--- config.mk ---
export PLATFORM = sky130hd
export DESIGN_NAME = uart_rx
export DESIGN_NICKNAME = d
export VERILOG_FILES = /design/src/rtl/uart_rx.sv
export SDC_FILE = /design/constraint.sdc
export NUM_CORES = 1
export LEC_CHECK = 0
export CAP_MARGIN = 25
export CORE_UTILIZATION = 40
export CTS_BUF_LIST = sky130_fd_sc_hd__clkbuf_4 sky130_fd_sc_hd__clkbuf_8
export DETAILED_ROUTE_END_ITERATION = 16
export PLACE_DENSITY = 0.58
export RECOVER_POWER = 50
export SLEW_MARGIN = 15
export SYNTH_ARGS = -nofsm -noshare
export SYNTH_HDL_FRONTEND = slang
export SYNTH_SLANG_ARGS = --single-unit
--- constraint.sdc ---
create_clock -name rx_clk -period 6.02 [get_ports rx_clk]
set_clock_uncertainty 0.2 [all_clocks]
set_input_delay 0.602 -clock rx_clk [delete_from_list [all_inputs] [get_ports rx_clk]]
set_output_delay 0.602 -clock rx_clk [all_outputs]
set_load 0.01 [all_outputs]
--- src/rtl/uart_rx.sv ---
// ---------------------------------------------------------------------------
// uart_rx : 8N1 serial receiver, LSB first, mid-bit sampling.
//
// Parameters
//   CLKS_PER_BIT    rx_clk cycles per bit period. It must be even and >= 4.
//
// Ports
//   rx_clk          in   1  sole clock; all logic uses the rising edge
//   rx_reset        in   1  synchronous, active-high reset
//   rx_input        in   1  asynchronous serial line, idle high
//   rx_byte         out  8  last correctly framed byte (held until overwritten)
//   rx_valid        out  1  one-cycle pulse; rx_byte updates in the same cycle
//   rx_receiving    out  1  high while a frame is in progress
//   rx_frame_error  out  1  one-cycle pulse when the stop bit is sampled low
//
// The line passes through a two-flop synchronizer. Every FSM decision uses
// the synchronized value rx_s. All outputs come straight from flops.
// ---------------------------------------------------------------------------
module uart_rx #(
  parameter int CLKS_PER_BIT = 16
) (
  input  logic       rx_clk,
  input  logic       rx_reset,
  input  logic       rx_input,
  output logic [7:0] rx_byte,
  output logic       rx_valid,
  output logic       rx_receiving,
  output logic       rx_frame_error
);

  localparam int CW = (CLKS_PER_BIT > 1) ? $clog2(CLKS_PER_BIT) : 1;
  // START samples the start bit in the middle of the bit. Later samples are
  // one full bit period apart, so each one also lands mid-bit.
  localparam logic [CW-1:0] CNT_HALF = CW'(CLKS_PER_BIT / 2 - 1);
  localparam logic [CW-1:0] CNT_LAST = CW'(CLKS_PER_BIT - 1);

  typedef enum logic [2:0] {
    IDLE      = 3'd0,
    START     = 3'd1,
    DATA      = 3'd2,
    STOP      = 3'd3,
    WAIT_HIGH = 3'd4
  } state_t;

  state_t          state_q, state_d;
  logic [CW-1:0]   cnt_q, cnt_d;
  logic [2:0]      idx_q, idx_d;
  logic [7:0]      shift_q, shift_d;
  logic            rx_meta_q, rx_meta_d;
  logic            rx_s_q, rx_s_d;
  logic [7:0]      byte_q, byte_d;
  logic            valid_q, valid_d;
  logic            receiving_q, receiving_d;
  logic            ferr_q, ferr_d;
  logic            rx_s;

  assign rx_s           = rx_s_q;
  assign rx_byte        = byte_q;
  assign rx_valid       = valid_q;
  assign rx_receiving   = receiving_q;
  assign rx_frame_error = ferr_q;

  // Next-state logic for the synchronizer, the receive FSM and the output flags.
  always_comb begin
    rx_meta_d = rx_input;
    rx_s_d    = rx_meta_q;
    state_d   = state_q;
    cnt_d     = cnt_q;
    idx_d     = idx_q;
    shift_d   = shift_q;
    byte_d    = byte_q;
    valid_d   = 1'b0;
    ferr_d    = 1'b0;

    case (state_q)
      IDLE: begin
        if (rx_s == 1'b0) begin
          state_d = START;
          cnt_d   = '0;
        end else begin
          state_d = IDLE;
        end
      end

      START: begin
        if (cnt_q == CNT_HALF) begin
          cnt_d = '0;
          if (rx_s == 1'b0) begin
            state_d = DATA;
            idx_d   = 3'd0;
          end else begin
            // The line is high again at mid-bit, so treat the low pulse as a glitch.
            state_d = IDLE;
          end
        end else begin
          cnt_d = cnt_q + CW'(1);
        end
      end

      DATA: begin
        if (cnt_q == CNT_LAST) begin
          shift_d[idx_q] = rx_s;
          cnt_d          = '0;
          if (idx_q == 3'd7) begin
            state_d = STOP;
          end else begin
            idx_d = idx_q + 3'd1;
          end
        end else begin
          cnt_d = cnt_q + CW'(1);
        end
      end

      STOP: begin
        if (cnt_q == CNT_LAST) begin
          cnt_d = '0;
          if (rx_s == 1'b1) begin
            byte_d  = shift_q;
            valid_d = 1'b1;
            state_d = IDLE;
          end else begin
            // On a bad stop bit, keep the old byte. Wait for the line to go
            // idle so that a break raises only one error.
            ferr_d  = 1'b1;
            state_d = WAIT_HIGH;
          end
        end else begin
          cnt_d = cnt_q + CW'(1);
        end
      end

      WAIT_HIGH: begin
        if (rx_s == 1'b1) begin
          state_d = IDLE;
        end else begin
          state_d = WAIT_HIGH;
        end
      end

      default: begin
        state_d = IDLE;
        cnt_d   = '0;
        idx_d   = 3'd0;
      end
    endcase

    // This flag looks ahead at the value rx_s takes next cycle. It therefore
    // rises in the same cycle that IDLE first sees the start edge. Otherwise
    // it follows "FSM not idle".
    if (state_d != IDLE) begin
      receiving_d = 1'b1;
    end else begin
      receiving_d = ~rx_meta_q;
    end
  end

  // State and output registers with synchronous reset; the synchronizer resets to idle-high.
  always_ff @(posedge rx_clk) begin
    if (rx_reset) begin
      state_q     <= IDLE;
      cnt_q       <= '0;
      idx_q       <= 3'd0;
      shift_q     <= 8'h00;
      rx_meta_q   <= 1'b1;
      rx_s_q      <= 1'b1;
      byte_q      <= 8'h00;
      valid_q     <= 1'b0;
      receiving_q <= 1'b0;
      ferr_q      <= 1'b0;
    end else begin
      state_q     <= state_d;
      cnt_q       <= cnt_d;
      idx_q       <= idx_d;
      shift_q     <= shift_d;
      rx_meta_q   <= rx_meta_d;
      rx_s_q      <= rx_s_d;
      byte_q      <= byte_d;
      valid_q     <= valid_d;
      receiving_q <= receiving_d;
      ferr_q      <= ferr_d;
    end
  end

endmodule

==> flow_metrics.env <==
export IMPL_status="finished, final reports clean"
export IMPL_dr_pass1_iters=4
export IMPL_drive_above_1_share=0.0741
export IMPL_grt_pass1_vias=1033
export IMPL_critPathMaxFanout=9
export IMPL_postCtsHoldBufs=0
export IMPL_ant_nets=0
export IMPL_io_buffers=13
export IMPL_required_ns=6.04
export IMPL_cpMaxStageDelayCell="nand4_1"
export IMPL_insertion_delay_ns=0.33
export IMPL_cts_max_path_buffers=2
export IMPL_hold_viol=0
export IMPL_start_util=0.418
export IMPL_grtUsageTotal=0.173
export IMPL_cts_resized=0
export IMPL_peakVddDrop_v=0.000105
export IMPL_fin_crit_ns=2.38
export IMPL_grt_pass1_wl_um=4570
export IMPL_leakage_nw=0.654
export IMPL_cts_setup_buffers=0
export IMPL_area_growth_pct=14.3
export IMPL_postLayoutCoreUtil=0.478
export IMPL_total_power_uw=362
export IMPL_seq_area_um2=621
export IMPL_report_final_slew_viol_count=0
export IMPL_final_cell_mix="dfxtp_1, nor2_1, mux2i_1"
export IMPL_hold_ws_ns=0.223
export IMPL_cp_buffers_inverters=0
export IMPL_die_h_um=61.3
export IMPL_drt_iter0_markers=18
export IMPL_min_from="rx_meta_q"
export IMPL_synth_fp_nets=157
export IMPL_finalSetupTns_ns=0
export IMPL_worstMarginPinSlew_ns=0.686
export IMPL_final_common_cell="dfxtp_1"
export IMPL_path_cells="ha_1 > and3_1 > nand4_1 > mux2i_1 > nor2_1"
export IMPL_critPathCaptureType="flip-flop"
export IMPL_synth_cell_types=37
export IMPL_r2r_setup_slack_ns=3.64
export IMPL_startpoint="cnt_q[0]"
export IMPL_cap_violations=0
export IMPL_power_density_nw_per_um2=225
export IMPL_routed_wl_um=2640
export IMPL_num_vias=1099
export IMPL_boundaryPins=14
export IMPL_cp_top_family="simple AND/OR/NAND/NOR gates"
export IMPL_timing_rr_start="cnt_q[0]"
export IMPL_stdcell_count=208
export IMPL_nNetsFinal=167
export IMPL_max_slew_margin_rel=0.542
export IMPL_start_kind="flip-flop"
export IMPL_holdCritPathClass="flip-flop to flip-flop"
export IMPL_fillers=350
export IMPL_setup_viol=0
export IMPL_drc=0
export IMPL_path_class="flip-flop to flip-flop"
export IMPL_fmax_mhz=421
export IMPL_gp_congestion=0.766
export IMPL_antenna_cells=0
export IMPL_grt_setup_unrepaired="no"
export IMPL_coreArea_um2=3360
export IMPL_arrival_ns=2.40
export IMPL_cts_max_level=2
export IMPL_cts_buffers=5
export IMPL_die_w_um=61.3
export IMPL_routedWlPerCell_um=12.7
export IMPL_dieArea_um2=3760
export IMPL_multi_input_area_um2=689
export IMPL_postSynthCellCount=151
export IMPL_avgSynthCellArea_um2=9.31
export IMPL_critPathMaxStageDelay_ns=0.61
export IMPL_cts_root_buf="clkbuf_4"
export IMPL_synth_warnings=0
export IMPL_grt_overflow=0
export IMPL_grt_max_degree=31
export IMPL_dpl_cell_count=199
export IMPL_synth_cell_area_um2=1410
export IMPL_clk_pin_slew_ns=0.09
export IMPL_fin_crit_sh=0.395
export IMPL_ys_seq_elements=31
export IMPL_clkSinkCount=31
export IMPL_antenna_found_initial=0
export IMPL_ys_seq_area_frac=0.441
export IMPL_vias_per_cell=5.28
export IMPL_cts_tree="done"
export IMPL_hpwl_um=1780
export IMPL_rows=21
## cell usage after synthesis
library cell,instances,share of area
a211oi_1,1,0.0053
a211oi_2,1,0.0089
a21boi_0,1,0.0053
a21oi_1,5,0.018
a22oi_1,1,0.0053
a311oi_1,2,0.012
a32oi_1,1,0.0062
and2_1,1,0.0045
and2b_1,1,0.0053
and3_1,2,0.0089
and4b_1,1,0.0071
buf_2,4,0.014
buf_4,2,0.011
buf_6,2,0.016
clkbuf_1,3,0.0080
dfxtp_1,31,0.44
ha_1,3,0.027
inv_1,6,0.016
mux2_2,1,0.0080
mux2i_1,17,0.12
nand2_1,2,0.0053
nand2b_1,1,0.0045
nand3_1,9,0.032
nand4_1,7,0.031
nor2_1,25,0.067
nor2b_1,1,0.0045
nor3_1,2,0.0071
nor3b_4,1,0.013
nor4_1,4,0.018
o211ai_1,3,0.016
o21a_1,1,0.0053
o21ai_0,2,0.0071
o221ai_1,1,0.0062
or2_2,1,0.0045
or3b_1,1,0.0062
or4_1,2,0.011
xnor2_1,2,0.012
## state kept, by name, summed over array words and instances, names as in the netlist
signal,cells
rx_valid,1
rx_s,1
cnt_q,4
state_q,3
shift_q,8
rx_frame_error,1
rx_receiving,1
idx_q,3
rx_byte,8
rx_meta_q,1
## power breakdown
group	switching [mW]	leakage [nW]	total, mW	internal [mW]
clock	0.0682	0.0420	0.141	0.0732
sequential	0.00276	0.251	0.210	0.207
combinational	0.00630	0.361	0.0114	0.00507
total	0.0773	0.654	0.362	0.285
## worst min-delay path, stage by stage (launching register included)
cell and delay, ns:
dfxtp_1 0.32, nor2_1 0.04, inv_1 0.04
## metal layers
| metal | vias to the layer above | routed length (um) | track usage |
|---|---|---|---|
| li1 | 561 | - | - |
| met1 | 507 | 1370 | 0.228 |
| met2 | 27 | 1110 | 0.242 |
| met3 | 4 | 115 | 0.0630 |
| met4 | 0 | 45 | 0.0974 |
| met5 | - | 0 | 0 |
## through the flow
stage / instance area (um^2) / setup WS [ns]
final: 1610 / 3.64
after global routing: 1610 / 3.45
after CTS: 1600 / 3.59
after detailed placement: 1530 / 3.23
after global placement: 1530 / 3.29
after floorplan: 1410 / 4.13
## final cells by class
class	instances	share of cell area
multi-input combinational	103	0.429
sequential	31	0.386
timing repair buffer	14	0.0903
clock buffer	8	0.0451
tap	46	0.0358
inverter	6	0.0140
## kinds of logic (layout without fill, tap and decap cells)
logic type / count (synthesis) / count (layout) / share of synthesized area
DFF: 31 / 31 / 0.441
buffers and inverters: 17 / 28 / 0.0649
muxes: 18 / 18 / 0.129
AOI/OAI and AO/OA: 19 / 19 / 0.0961
and+or+nand+nor: 61 / 61 / 0.230
adders and majority gates: 3 / 3 / 0.0267
xor gates and xnor gates: 2 / 2 / 0.0125
## final timing paths
kind | end | cells past startpoint
max | rx_byte[4] | 5
min | rx_s | 2
max reg2reg | rx_byte[4] | 5
min reg2reg | rx_s | 2
(Power assumes the default switching activity.)
